### src/rtl/cpu_pkg.sv
// Shared CPU constants and the instruction-loader state encoding.
package cpu_pkg;
  localparam int ADDR_W = 10;
  localparam int WORD_W = 18;
  localparam int DEPTH  = 1024;

  // DEPTH at word-count width, so length checks compare equal widths.
  localparam logic [ADDR_W:0] DEPTH_CNT = (ADDR_W + 1)'(DEPTH);

  typedef enum logic [2:0] {
    IDLE,
    HEADER,
    LOAD,
    WRITE,
    CHECK,
    DONE,
    ERROR
  } loader_state_t;
endpackage

### src/rtl/loader_byte_packer.sv
// Assembles three big-endian bytes into one instruction word; word_ready pulses the cycle after byte 2.
// Accepts a byte whenever byte_vld is high; the caller owns backpressure.
module loader_byte_packer
  import cpu_pkg::*;
(
  input  logic              clk,
  input  logic              reset,
  input  logic              clear,
  input  logic              byte_vld,
  input  logic [7:0]        byte_dat,
  output logic              last_byte,
  output logic              word_ready,
  output logic [WORD_W-1:0] word
);
  logic [1:0] idx;

  assign last_byte = (idx == 2'd2);

  always_ff @(posedge clk or posedge reset) begin
    if (reset) begin
      idx        <= 2'd0;
      word       <= '0;
      word_ready <= 1'b0;
    end else begin
      word_ready <= 1'b0;
      if (clear) begin
        idx <= 2'd0;
      end else if (byte_vld) begin
        case (idx)
          2'd0:    word[WORD_W-1:16] <= byte_dat[1:0];
          2'd1:    word[15:8]        <= byte_dat;
          default: begin
            word[7:0]  <= byte_dat;
            word_ready <= 1'b1;
          end
        endcase
        idx <= last_byte ? 2'd0 : idx + 2'd1;
      end
    end
  end
endmodule

### src/rtl/instr_loader.sv
// Loads a length-prefixed byte image into instruction memory and holds the CPU in reset until it is complete.
// imem_we one cycle after a word's third byte; in_ready only in HEADER/LOAD/CHECK; LOADER_CHECKSUM_EN adds a trailing XOR byte.
module instr_loader
  import cpu_pkg::*;
(
  input  logic              clk,
  input  logic              reset,
  input  logic              start,
  input  logic              in_valid,
  input  logic [7:0]        in_data,
  output logic              in_ready,
  output logic              imem_we,
  output logic [ADDR_W-1:0] imem_addr,
  output logic [WORD_W-1:0] imem_wdata,
  output logic              cpu_reset,
  output logic              busy,
  output logic              done,
  output logic              error,
  output logic [ADDR_W:0]   word_count
);
  localparam int HI_W = ADDR_W + 1 - 8;

  loader_state_t   state, state_nxt, after_last;
  logic            hdr_idx;
  logic [HI_W-1:0] len_hi;
  logic [ADDR_W:0] len;
  logic [ADDR_W:0] hdr_len;
  logic            accept, load_start, last_byte, finish_write;

  assign in_ready     = (state == HEADER) || (state == LOAD) || (state == CHECK);
  assign accept       = in_valid && in_ready;
  assign hdr_len      = {len_hi, in_data};
  assign load_start   = start && ((state == IDLE) || (state == DONE) || (state == ERROR));
  assign finish_write = (word_count + 1'b1) == len;

`ifdef LOADER_CHECKSUM_EN
  logic [7:0] csum;
  assign after_last = CHECK;
`else
  assign after_last = DONE;
`endif

  always_comb begin
    state_nxt = state;
    case (state)
      IDLE, DONE, ERROR: if (start) state_nxt = HEADER;
      HEADER: if (accept && hdr_idx)
                state_nxt = ((hdr_len == '0) || (hdr_len > DEPTH_CNT)) ? ERROR : LOAD;
      LOAD:   if (accept && last_byte) state_nxt = WRITE;
      WRITE:  state_nxt = finish_write ? after_last : LOAD;
`ifdef LOADER_CHECKSUM_EN
      CHECK:  if (accept) state_nxt = (in_data == csum) ? DONE : ERROR;
`endif
      default: state_nxt = IDLE;
    endcase
  end

  // Status flags are registered from next-state so they change on the same edge as state.
  always_ff @(posedge clk or posedge reset) begin
    if (reset) begin
      state     <= IDLE;
      busy      <= 1'b0;
      done      <= 1'b0;
      error     <= 1'b0;
      cpu_reset <= 1'b1;
    end else begin
      state     <= state_nxt;
      busy      <= (state_nxt == HEADER) || (state_nxt == LOAD) ||
                   (state_nxt == WRITE)  || (state_nxt == CHECK);
      done      <= (state_nxt == DONE);
      error     <= (state_nxt == ERROR);
      cpu_reset <= (state_nxt != DONE);
    end
  end

  always_ff @(posedge clk or posedge reset) begin
    if (reset) begin
      hdr_idx    <= 1'b0;
      len_hi     <= '0;
      len        <= '0;
      imem_addr  <= '0;
      word_count <= '0;
`ifdef LOADER_CHECKSUM_EN
      csum       <= 8'h00;
`endif
    end else if (load_start) begin
      hdr_idx    <= 1'b0;
      len_hi     <= '0;
      len        <= '0;
      imem_addr  <= '0;
      word_count <= '0;
`ifdef LOADER_CHECKSUM_EN
      csum       <= 8'h00;
`endif
    end else begin
      if (state == HEADER && accept) begin
        hdr_idx <= 1'b1;
        if (!hdr_idx) len_hi <= in_data[HI_W-1:0];
        else          len    <= hdr_len;
      end
`ifdef LOADER_CHECKSUM_EN
      if (state == LOAD && accept) csum <= csum ^ in_data;
`endif
      if (state == WRITE) begin
        imem_addr  <= imem_addr + 1'b1;
        word_count <= word_count + 1'b1;
      end
    end
  end

  loader_byte_packer u_packer (
    .clk       (clk),
    .reset     (reset),
    .clear     (load_start),
    .byte_vld  (accept && (state == LOAD)),
    .byte_dat  (in_data),
    .last_byte (last_byte),
    .word_ready(imem_we),
    .word      (imem_wdata)
  );
endmodule

### config.mk
export PLATFORM = sky130hd
export DESIGN_NAME = instr_loader
export DESIGN_NICKNAME = d
export VERILOG_FILES = /design/src/rtl/cpu_pkg.sv /design/src/rtl/loader_byte_packer.sv /design/src/rtl/instr_loader.sv
export SDC_FILE = /design/constraint.sdc
export NUM_CORES = 1
export LEC_CHECK = 0
export BUFFER_PORTS_ARGS = -buffer_cell sky130_fd_sc_hd__buf_2
export CAP_MARGIN = 0
export CORE_MARGIN = 2
export CORE_UTILIZATION = 30
export DETAILED_ROUTE_END_ITERATION = 8
export PLACE_DENSITY_LB_ADDON = 0.2
export SLEW_MARGIN = 5
export SYNTH_ARGS = -nofsm -noshare
export SYNTH_HDL_FRONTEND = slang
export SYNTH_SLANG_ARGS = --single-unit
### constraint.sdc
create_clock -name clk -period 2.78 [get_ports clk]
set_input_delay 0.556 -clock clk [delete_from_list [all_inputs] [get_ports clk]]
set_output_delay 0.556 -clock clk [all_outputs]
set_load 0.005 [all_outputs]
==> results of run 1 <==
[worst min path at each step]
stage,start,end,cells past startpoint
3_5_place_dp,u_packer.word[0]$_DFFE_PP0P_,u_packer.word[0]$_DFFE_PP0P_,1
3_3_place_gp,u_packer.word[1]$_DFFE_PP0P_,u_packer.word[1]$_DFFE_PP0P_,1
6_report,reset,u_packer.word[13]$_DFFE_PP0P_,2
2_1_floorplan,len[6]$_DFFE_PP0P_,len[6]$_DFFE_PP0P_,2
4_1_cts,reset,len_hi[0]$_DFFE_PP0P_,2
5_1_grt,reset,imem_addr[9]$_DFFE_PP0P_,2
[logic make-up after synthesis]
kind of cell,share of synthesized area
and+or+nand+nor,0.199
DFF,0.494
AOI/OAI and AO/OA,0.120
xor gates and xnor gates,0.0702
buffers and inverters,0.0367
muxes,0.0718
adders and majority gates,0.00772
[power breakdown]
part / switching (mW) / total [mW] / internal, mW
registers: 0.283 / 1.50 / 1.22
clock network: 0.405 / 0.827 / 0.421
logic: 0.671 / 1.29 / 0.620
total: 1.36 / 3.62 / 2.26
[final cells by class]
type,instances,share of cell area
Multi-Input combinational cell,226,0.394
Sequential cell,64,0.416
Clock buffer,9,0.0321
Tap cell,136,0.0441
Inverter,6,0.00584
Clock inverter,7,0.0204
Timing Repair Buffer,62,0.0876
[metrics by stage]
step	power [mW]	hold slack [ns]	instance area (µm²)	std cells	setup slack, ns
after global placement	2.80	0.484	3650	494	0.600
after floorplan	2.37	0.501	3240	314	0.628
after global routing	3.91	0.281	3860	510	0.279
after detailed placement	2.82	0.488	3650	494	0.509
after CTS	3.69	0.254	3860	510	0.484
final	3.62	0.248	3860	510	0.465
[layer usage]
layer | global-route usage | vias up
li1 | - | 1219
met1 | 0.209 | 1228
met2 | 0.211 | 52
met3 | 0.0434 | 12
met4 | 0.0467 | 0
met5 | 0 | -
[registers in the layout, indices dropped and copies added (netlist names), 2 cells and up]
| signal | count |
|---|---|
| word_count | 11 |
| len | 11 |
| imem_addr | 10 |
| u_packer.word | 18 |
| len_hi | 3 |
| state | 3 |
| u_packer.idx | 2 |
[worst max-delay path, cell delays in order (launching register included)]
cell	delay [ns]
dfrtp_1	0.49
ha_1	0.39
and4_4	0.33
nand2_4	0.07
a311oi_2	0.30
nand4_2	0.18
nor4_4	0.33
nor3_1	0.09
[cell usage in the layout (no fill, tap or decap), types with 5 or more instances in the layout]
cell type	count
nor2_1	22
clkbuf_8	9
o21ai_0	14
nand2_1	31
xnor2_1	14
mux2_2	18
xor2_1	12
dfrtp_1	63
o31ai_1	6
a21oi_1	20
buf_4	5
nand3_1	22
buf_2	56
==> reports/results.txt, run 1 <==
Startpoint types = register
Post-route DRC = 0
Root buffer cell = clkbuf_8
I/O Buffers = 56
Nets = 383
Mapped Area = 0.00324 mm²
Fillers = 1083
Minimum clock period = 2.31 ns
TritonCTS clock tree = done
Pin count of the biggest net entering global routing = 41
Synth top area share = 0.486
Vias in the first global route = 2446
Post-synth top cells = 63 x dfrtp_1, 31 x nand2_1, 22 x nand3_1, 22 x nor2_1, 20 x a21oi_1
Diode count = 0
Area growth syn-to-layout = 19.0%
Post-synth EDFFs = 0
Max Buffers Root-to-Sink = 2
FFs w/ async S/R, synth = 1.00
Hold-fix buffers, CTS = 0
Die H = 108 µm
Post-synth top area cell = dfrtp_1
Synth warn = 0
Register Area = 0.00160 mm²
Final WL = 7.87 mm
WL met1 = 3.88 mm
Final hold violations = 0
Leakage power = 1.79 nW
Synth area leaders = dfrtp_1 49%, mux2_2 6.3%, xnor2_1 3.8%, nand2_1 3.6%, nand3_1 3.4%
Post-Route Setup TNS = 0 ns
PwrDens = 939 mW/mm²
Final ANT Viol Nets = 0
Critical Path AT = 2.52 ns
CP required = 2.99 ns
Initial Utilization = 0.311
WL/cell = 15.4 µm
Clk_lat worst skew = 0.35 ns
Top-count cell post-synth = dfrtp_1
FP Rows = 37
DR pass1 iterations = 4
I/O Pins = 57
Sequential area share after synthesis = 0.494
Resized Gates After CTS = 0
Die Wd = 108 µm
Global-route usage over all layers = 0.146
Critical path type = reg2reg
CP endpoint = busy$_DFF_PP0_
Area of the multi-input gates = 0.00152 mm²
Worst VDD drop = 0.000489 V
Avg Cell Area, Syn = 10.3 µm²
Cell count after synthesis = 314
DR vias = 2511
Num CTS Buffers = 9
Final core occ = 0.370
Reg-to-Reg Start = word_count[0]$_DFFE_PP0P_
RSZ-0062 raised after global routing = false
H-tree depth = 3
Post-synthesis register bit count = 64
DRT iter0 DRCs = 149
R2r setup slk = 0.47 ns
Crit. Startpoint = word_count[0]$_DFFE_PP0P_
Unique cell type count in the Yosys netlist = 54
Metal3 WL = 387 µm
Clk_skew = 0.0132 ns
Syn nets = 328
Worst Tran Pin Value = 0.540 ns
GRT overflow = 0
Worst flop-to-flop path endpoint = busy$_DFF_PP0_
Global placement routability congestion = 0.862
HP Class = in2async
Met2 wire length = 3.49 mm
Vias per cell = 4.92
Initial antenna violation count = 0
Max Used Layer = met4
Worst-path clk slew = 0.08 ns
Max_cap viols = 0
Worst reg-to-reg path cell count = 7
Clock Sink Count = 64
Slew Viols, Final = 0
Die area = 0.0117 mm²
Slew HR = 0.639
Fmax = 432 MHz
Worst Path Max Fanout = 8
Core Area = 0.0104 mm²
Dpl hpwl = 5.38 mm
Synth Flop Type = dfrtp_1
Kind of end point of the critical path = register
Crit share post-route = 0.833
Layout cells sized above 1 = 0.297
Global-route wire length before repair = 13.1 mm
Outcome = finished clean
Total setup buffers inserted after CTS = 0
Setup Viol. Count Final = 0
Power figures use the tool's default switching activity.
==> run 2, diff against run 1 <==
==> constraint.sdc (replaced) <==
create_clock -name clk -period 2.1 [get_ports clk]
set_input_delay 0.42 -clock clk [delete_from_list [all_inputs] [get_ports clk]]
set_output_delay 0.42 -clock clk [all_outputs]
set_load 0.005 [all_outputs]
==> reports/results.txt, run 2 (synthesized netlist as in run 1, its figures left out) <==
Outcome = finished clean
Diode count = 0
PwrDens = 1250 mW/mm²
FP Rows = 37
Commonest non-fill, non-tap cell in the layout = dfrtp_1
Minimum clock period = 1.95 ns
Final Cell Area = 0.00400 mm²
Number of flip-flops in the largest register = 18
DR vias = 2568
Global-route wire length before repair = 13.3 mm
R2r setup slk = 0.15 ns
Global placement routability congestion = 0.852
Nets = 397
Worst VDD drop = 0.000632 V
CP required = 2.39 ns
Crit share post-route = 0.929
Hold WS = 0.0967 ns
I/O Buffers = 56
Most frequent cells in the layout = 63 x dfrtp_1, 56 x buf_2, 31 x nand2_1, 22 x nand3_1, 22 x nor2_1
HP Class = in2async
Final hold violations = 0
Dpl cell area = 0.00375 mm²
Slew Viols, Final = 0
Layout cells sized above 1 = 0.330
Core Area = 0.0104 mm²
Initial antenna violation count = 0
Worst Tran Pin Value = 0.422 ns
H-tree depth = 3
I/O Pins = 57
Leakage power = 1.87 nW
Max incr delay on CP = 0.41 ns
Most crowded layer after global routing = met2
Met3 usage = 0.0488
Clk_skew = 0.00575 ns
Final WL = 8.01 mm
Num CTS Buffers = 9
CP max stage cell = dfrtp_1
GRT overflow = 0
Pin count of the biggest net entering global routing = 42
Hold-fix buffers, CTS = 0
Setup Viol. Count Final = 0
Fmax = 512 MHz
Worst-path clk slew = 0.07 ns
Vias in the first global route = 2568
Startpoint types = register
Grt met2 use = 0.226
Met1 Track Usage GR = 0.203
RSZ-0062 raised after global routing = true
Die H = 108 µm
Clock Sink Count = 64
Dpl cells = 507
DR pass1 iterations = 4
Die area = 0.0117 mm²
Kind of end point of the critical path = register
Root buffer cell = clkbuf_8
Non-filler cells, final = 524
Slew HR = 0.716
Global-route usage over all layers = 0.149
Critical Path AT = 2.24 ns
WL/cell = 15.3 µm
Max Buffers Root-to-Sink = 2
Critical path type = reg2reg
Max_cap viols = 0
Vias per cell = 4.90
Dpl hpwl = 5.71 mm
Cells along the critical path = ha_2 -> and4_4 -> nand4_1 -> xnor2_2 -> o221ai_2 -> nor4_4 -> or2_1
Largest registers = u_packer.word x18, len x11, word_count x11
Final ANT Viol Nets = 0
Total power = 5.01 mW
Reg with most FFs = u_packer.word
DRT iter0 DRCs = 128
Fillers = 1055
TritonCTS clock tree = done
Worst Path Max Fanout = 5
Initial Utilization = 0.311
Clk_lat worst skew = 0.35 ns
Die Wd = 108 µm
Area growth syn-to-layout = 23.5%
Post-route DRC = 0
## run 2: final cells by class
type                    instances  area, µm²  share of cell area
inverters                       6       22.5             0.00563
clock buffers                  10        138              0.0344
clock inverters                 6       91.3              0.0228
well taps                     136        170              0.0425
flip-flops and latches         64       1600               0.400
multi-input cells             226       1540               0.384
repair buffers                 76        443               0.111
## run 2: worst max-delay path, delay by kind of cell (launching register included)
kind                       cells  cell delay, ns
adders and majority gates      1            0.21
AOI/OAI and AO/OA              1            0.14
and+or+nand+nor                4            0.93
xor gates and xnor gates       1            0.20
DFF                            1            0.41
## run 2: repair_timing
item                       in CTS  in global routing
setup endpoints to repair       0                  6
hold endpoints to repair        0                  0
setup buffers                   0                  1
resized for setup               0                  3
## run 2: final timing paths
path	startpoint	end	cells past startpoint
max in group asynchronous	reset	cpu_reset$_DFF_PP1_	3
max reg2reg	word_count[0]$_DFFE_PP0P_	state[0]$_DFF_PP0_	7
min	reset	u_packer.word[11]$_DFFE_PP0P_	3
min in group clk	in_data[5]	u_packer.word[5]$_DFFE_PP0P_	2
max	word_count[0]$_DFFE_PP0P_	state[0]$_DFF_PP0_	7
min reg2reg	u_packer.word[5]$_DFFE_PP0P_	u_packer.word[5]$_DFFE_PP0P_	1
## run 2: through the flow
step           setup slack (ns)  utilization  setup TNS (ns)
6_report                  0.148        0.384               0
5_1_grt                 -0.0226        0.384         -0.0387
4_1_cts                  0.0866        0.382               0
3_5_place_dp              0.114        0.360               0
3_3_place_gp              0.187        0.360               0
2_1_floorplan            0.0836            -               0
## run 2: report_power, final
part	internal [mW]	total [mW]	leakage (nW)	switching (mW)
clock	0.704	1.21	0.105	0.510
combinational	0.905	1.86	0.926	0.957
sequential	1.61	1.94	0.843	0.320
total	3.22	5.01	1.87	1.79
## run 2: routing by layer
metal | vias to the layer above | part of all wire
met4 | 0 | 0.013
met5 | - | 0
li1 | 1247 | -
met2 | 58 | 0.45
met1 | 1255 | 0.49
met3 | 8 | 0.048
